`config.mk`:
```
export PLATFORM = sky130hd
export DESIGN_NAME = tt_sweep
export DESIGN_NICKNAME = d
export VERILOG_FILES = /design/src/rtl/tt_sweep_pkg.sv /design/src/rtl/tt_hold_timer.sv /design/src/rtl/tt_sweep.sv
export SDC_FILE = /design/constraint.sdc
export NUM_CORES = 1
export LEC_CHECK = 0
export BUFFER_PORTS_ARGS = -buffer_cell sky130_fd_sc_hd__buf_4
export CELL_PAD_IN_SITES_DETAIL_PLACEMENT = 1
export CELL_PAD_IN_SITES_GLOBAL_PLACEMENT = 2
export CORE_MARGIN = 2
export CORE_UTILIZATION = 25
export DETAILED_ROUTE_END_ITERATION = 16
export PLACE_DENSITY_LB_ADDON = 0.08
export SLEW_MARGIN = 5
export SYNTH_ARGS = -nofsm -noshare
export SYNTH_HDL_FRONTEND = slang
export SYNTH_SLANG_ARGS = --single-unit
```
`constraint.sdc`:
```
create_clock -name clk -period 2.09 [get_ports clk]
set_input_delay 0.1045 -clock clk [delete_from_list [all_inputs] [get_ports clk]]
set_output_delay 0.1045 -clock clk [all_outputs]
set_load 0.01 [all_outputs]
```
`src/rtl/tt_sweep_pkg.sv`:
```
// Shared types and sizes for the truth-table sweeper.
// Latency: n/a (declarations only).
// Backpressure: n/a.
package tt_sweep_pkg;

  localparam int TT_N_IN       = 4;   // inputs of the function under test
  localparam int TT_N_MINTERMS = 16;  // 2**TT_N_IN
  localparam int TT_HOLD_W     = 16;  // hold counter width

  typedef enum logic [1:0] {
    IDLE  = 2'd0,
    DRIVE = 2'd1,
    FIN   = 2'd2
  } tt_state_t;

endpackage

```
`src/rtl/tt_hold_timer.sv`:
```
// Hold timer: counts clocks a vector is held, flags the final hold cycle.
// Latency: last is combinational from the count; count updates every enabled clock.
// Backpressure: none; clr wins over en, count wraps to 0 after reaching limit.
//
// Ports: clk/rst (async active-high), clr (force count to 0), en (advance),
//        limit (terminal count), last (count == limit).
module tt_hold_timer
  import tt_sweep_pkg::*;
(
  input  logic                 clk,
  input  logic                 rst,
  input  logic                 clr,
  input  logic                 en,
  input  logic [TT_HOLD_W-1:0] limit,
  output logic                 last
);

  logic [TT_HOLD_W-1:0] cnt;

  assign last = (cnt == limit);

  always_ff @(posedge clk or posedge rst) begin
    if (rst) begin
      cnt <= '0;
    end else if (clr) begin
      cnt <= '0;
    end else if (en) begin
      cnt <= last ? '0 : cnt + 1'b1;
    end
  end

endmodule

```
`src/rtl/tt_sweep.sv`:
```
// Truth-table sweeper: drives minterms 0..15 on a,b,c,d, holds each HOLD_CYCLES clocks, captures f.
// Latency: done pulses 16*HOLD_CYCLES clocks after the accepted start; min start-to-start 16*H+2.
// Backpressure: none; start is only sampled in IDLE and ignored while sweeping.
//
// Ports: clk, rst (async active-high), start, f (function output, combinational
//        from a..d), a..d / idx (current minterm, a is MSB), busy, done (1-cycle),
//        tt (captured truth table, tt[i] = f at minterm i),
//        mismatch (tt != EXPECTED_TT at done; only with TT_SWEEP_CHECK_EN).
// Optional feature: define TT_SWEEP_CHECK_EN to add the golden-table compare.
module tt_sweep
  import tt_sweep_pkg::*;
#(
  parameter int                        HOLD_CYCLES = 20,
  parameter logic [TT_N_MINTERMS-1:0]  EXPECTED_TT = 16'h0000
) (
  input  logic                     clk,
  input  logic                     rst,
  input  logic                     start,
  input  logic                     f,
  output logic                     a,
  output logic                     b,
  output logic                     c,
  output logic                     d,
  output logic [TT_N_IN-1:0]       idx,
  output logic                     busy,
  output logic                     done,
  output logic [TT_N_MINTERMS-1:0] tt
`ifdef TT_SWEEP_CHECK_EN
  ,
  output logic                     mismatch
`endif
);

  localparam logic [TT_HOLD_W-1:0] HOLD_LIMIT = TT_HOLD_W'(HOLD_CYCLES - 1);
  localparam logic [TT_N_IN-1:0]   IDX_LAST   = TT_N_IN'(TT_N_MINTERMS - 1);

  tt_state_t                  state, state_d;
  logic [TT_N_IN-1:0]         idx_q;
  logic [TT_N_MINTERMS-1:0]   tt_q;
  logic [TT_N_MINTERMS-1:0]   tt_cap;
  logic                       hold_last;
  logic                       sample;
  logic                       last_vec;
  logic                       accept;

  // Counter is held at 0 outside DRIVE so every sweep starts with a full hold.
  tt_hold_timer u_hold_timer (
    .clk   (clk),
    .rst   (rst),
    .clr   (state != DRIVE),
    .en    (state == DRIVE),
    .limit (HOLD_LIMIT),
    .last  (hold_last)
  );

  assign accept   = (state == IDLE) && start;
  assign sample   = (state == DRIVE) && hold_last;
  assign last_vec = (idx_q == IDX_LAST);

  // Truth table including the bit being captured this cycle; used both for
  // the capture itself and for the end-of-sweep compare.
  always_comb begin
    tt_cap        = tt_q;
    tt_cap[idx_q] = f;
  end

  always_comb begin
    state_d = state;
    case (state)
      IDLE:    if (start) state_d = DRIVE;
      DRIVE:   if (sample && last_vec) state_d = FIN;
      FIN:     state_d = IDLE;
      default: state_d = IDLE;
    endcase
  end

  always_ff @(posedge clk or posedge rst) begin
    if (rst) begin
      state <= IDLE;
    end else begin
      state <= state_d;
    end
  end

  // idx returns to 0 when leaving DRIVE, so FIN and IDLE drive minterm 0000.
  always_ff @(posedge clk or posedge rst) begin
    if (rst) begin
      idx_q <= '0;
      tt_q  <= '0;
    end else if (accept) begin
      idx_q <= '0;
      tt_q  <= '0;
    end else if (sample) begin
      tt_q  <= tt_cap;
      idx_q <= last_vec ? '0 : idx_q + 1'b1;
    end
  end

`ifdef TT_SWEEP_CHECK_EN
  logic mismatch_q;

  always_ff @(posedge clk or posedge rst) begin
    if (rst) begin
      mismatch_q <= 1'b0;
    end else if (accept) begin
      mismatch_q <= 1'b0;
    end else if (sample && last_vec) begin
      mismatch_q <= (tt_cap != EXPECTED_TT);
    end
  end

  assign mismatch = mismatch_q;
`else
  // Golden table has no consumer without the compare; keep it referenced.
  localparam logic [TT_N_MINTERMS-1:0] expected_tt_unused = EXPECTED_TT;
`endif

  assign {a, b, c, d} = idx_q;
  assign idx          = idx_q;
  assign busy         = (state == DRIVE);
  assign done         = (state == FIN);
  assign tt           = tt_q;

endmodule

```
==> summary.md <==
| Metric | Value |
|---|---|
| Status | `complete, no violations` |
| Clock root buffer | `clkbuf_8` |
| CP Cell Sequence | `nor4_2 -> nand4_1 -> or4_1 -> a21oi_1` |
| FF-to-FF End | `idx[3]` |
| Finished Core Util | `31.2%` |
| TritonRoute pass-1 iters | `4` |
| Die height | `about 94 um` |
| Largest family of logic cells by synthesized area | `simple AND/OR/NAND/NOR gates` |
| CTS tree | `yes` |
| Antenna violations before repair | `0` |
| Register area | `about 950 um^2` |
| Post-Synth Simple-Gate Area | `26.8%` |
| Startpoint Class | `flop` |
| Crit-path max FO | `5` |
| Max-cap violation count | `0` |
| Num ports | `30` |
| Post-synthesis compound-gate area fraction | `under 10%` |
| Core area | `between 7000 and 8000 um^2` |
| Post CTS Setup Buffer Count | `0` |
| Final setup fails | `0` |
| Worst R2R Setup Slack | `0.27 ns` |
| F_max | `549 MHz` |
| WL per Instance | `around 17 um` |
| ANT nets after route | `0` |
| Fin Setup TNS | `0 ns` |
| Starting Density | `between 20% and 30%` |
| Via count | `about 1700` |
| CTS buffer count | `5` |
| Cell internal pwr | `1350 uW` |
| Clock latency on the worst-skew pair | `a little under 0.3 ns` |
| Worst-path clk slew | `0.08 ns` |
| Hold depth | `3` |
| Synth cell types | `36` |
| Setup Skew | `0.00464 ns` |
| Worst-Margin Slew | `between 0.5 and 0.6 ns` |
| Commonest non-fill, non-tap cell in the layout | `buf_4` |
| Rows | `32` |
| Total power of the final layout | `around 2100 uW` |
| Syn nets | `230` |
| Synth Register Bits | `38` |
| RSZ-0062 raised after global routing | `false` |
| Tcrit/Tclk final | `87.2%` |
| First-pass GRT wire length | `slightly below 10000 um` |
| H-tree depth | `2` |
| Max_slew headroom | `between 60% and 70%` |
| Psw | `roughly 780 uW` |
| Layout cells sized above 1 | `21.9%` |
| Total overflow reported by the global router | `0` |
| Synth area leader | `dfrtp_1` |
| Gate Count Post-Synth | `about 220` |
| Die footprint | `8850 um^2` |
| Vias per Instance | `4.90` |
| Syn-to-layout area delta | `19.9%` |
| Fillers | `~930` |
| Routed wire length | `between 5000 and 6000 um` |
| Die Wd | `about 94 um` |
| GRT Overall Usage | `between 10% and 20%` |
| Delay-heaviest family, CP | `simple AND/OR/NAND/NOR gates` |
| Post-detail-place hpwl | `3770 um` |
| Clock Sink Count | `38` |
| Most frequent cells in the layout | `buf_4 (40), dfrtp_1 (38), nand2_1 (24)` |
| Number of global-route vias before repair | `roughly 1700` |
| Setup Crit Path Kind | `reg2reg` |
| Antenna Cells | `0` |
| Clk buf depth | `2` |
| Sequential cell area fraction in the yosys report | `between 40% and 50%` |
| Largest net degree at the start of global routing | `39` |
| Register share of total power | `a little under half` |
| # port buffers | `29` |
| Yosys top cell area share | `46.9%` |
| Sw frac | `between 30% and 40%` |
| Synth area leaders | `dfrtp_1 (47%), nand4_1 (6.8%), o21ai_0 (4.9%)` |
| Final-stage net count | `around 260` |
| Clock share of power | `between 20% and 30%` |
| Post-cts sizing count | `0` |
| Slowest cell on the critical path | `or4_1` |
| Reg2reg start | `u_hold_timer.cnt[10]` |
| Max-slew violations | `0` |
| 1st-iter DRT viols | `61` |
| GP Congestion | `around 0.7` |
| Arrival time worst endpoint | `about 2 ns` |
| Number of hold buffers added after CTS | `1` |
| Minimum clock period | `1.82 ns` |
| Worst endpoint required time | `2.31 ns` |
| Hold Path End | `tt[15]` |
| Post-synthesis cell area | `between 2000 and 2500 um^2` |
| CP endpoint kind | `flop` |
| Worst hold start | `f` |
| Xor and xnor area share after synthesis | `under 10%` |
| Hold crit path type | `in2reg` |
| Post-synthesis adder-cell area fraction | `roughly 3.1%` |
| PD cells | `around 900 nW/um^2` |
| Combinational power share | `just over 30%` |
| Worst VDD drop | `around 0.00024 V` |
| Max stage delay on crit path | `approximately 0.54 ns` |
| Reg2reg path depth | `4` |
| # DRC | `0` |
| Worst path bufs/invs | `0` |
| Post-synthesis mux area share | `0.494%` |
| Multi-input gate area | `942 um^2` |
| Mapped Avg Cell Area | `~9.2 um^2` |
| Hold Vio Cnt, Final | `0` |
| Leakage | `between 0.001 and 0.0015 uW` |
| Yosys warns | `0` |
## worst max-delay path by stage
stage,from,to,slack (ns),depth (start not counted)
final,u_hold_timer.cnt[10],idx[3],0.27,4
after global routing,u_hold_timer.cnt[10],u_hold_timer.cnt[8],0.14,6
after CTS,u_hold_timer.cnt[10],idx[3],0.26,4
after detailed placement,u_hold_timer.cnt[11],idx[3],0.30,4
after global placement,u_hold_timer.cnt[11],idx[3],0.28,4
after floorplan,u_hold_timer.cnt[0],tt[4],0.40,7
## cell type report
| cell class | instances | share of cell area, % |
|---|---|---|
| sequential | 38 | 39.1 |
| multi-input combinational | 155 | 38.7 |
| timing repair buffer | 41 | 12.8 |
| tap | 102 | 5.25 |
| clock buffer | 5 | 2.83 |
| inverter | 6 | 0.926 |
| clock inverter | 2 | 0.412 |
## through the flow
| step | std cells | setup slack [ns] | instance area, um^2 | hold slack [ns] |
|---|---|---|---|---|
| 3_5_place_dp | 341 | 0.303 | 2340 | 0.287 |
| 2_1_floorplan | 221 | 0.401 | 2030 | 0.297 |
| 4_1_cts | 349 | 0.261 | 2430 | 0.172 |
| 5_1_grt | 349 | 0.136 | 2430 | 0.199 |
| 6_report | 349 | 0.268 | 2430 | 0.181 |
| 3_3_place_gp | 341 | 0.282 | 2340 | 0.285 |
## cell families (layout without fill, tap and decap cells)
logic type                 count (synthesis)  in the layout
adders and majority gates                  5              5
muxes                                      1              1
xor gates and xnor gates                  14             14
and+or+nand+nor                           95             95
buffers and inverters                     28             54
AOI/OAI and AO/OA                         40             40
DFF                                       38             38
## registers in the layout, indices dropped and copies added, names as in the netlist
name	flops
tt	16
state	2
u_hold_timer.cnt	16
idx	4
## synthesized netlist by cell type (all sizes together)
library cell	instances
nor3b	1
a21o	1
nand2	24
ha	5
inv	5
nand3	7
xnor2	10
nor2	16
nand4b	1
xor2	4
nor4b	1
nor4bb	2
and4bb	1
buf	11
clkinv	1
nor3	6
and4b	1
nand4	22
or4	1
dfrtp	38
mux2i	1
clkbuf	11
nand2b	1
nor4	6
or3b	1
o21ai	20
a21oi	19
and4	2
and3	1
nor2b	1
## power groups by stage
stage                     Sequential, uW  Combinational [uW]  Clock [uW]
final                                966                 663         499
after global routing                 996                 741         565
after CTS                            968                 675         525
after detailed placement             982                 669           0
after global placement               985                 669           0
after floorplan                      956                 422           0
## worst min-delay path: stages
cell and delay (ns):
buf_4 0.18, nand2_1 0.08, mux2i_1 0.06
## per-layer routing
metal  global-route usage (%)  share of wire [%]  vias to the layer above
met5                        0                  0                        -
met3                     3.29                3.2                        4
met1                     21.4                 53                      851
li1                         -                  -                      823
met4                     3.62               0.93                        0
met2                     21.3                 43                       33
Note: power is estimated with default switching activity, not from simulation.
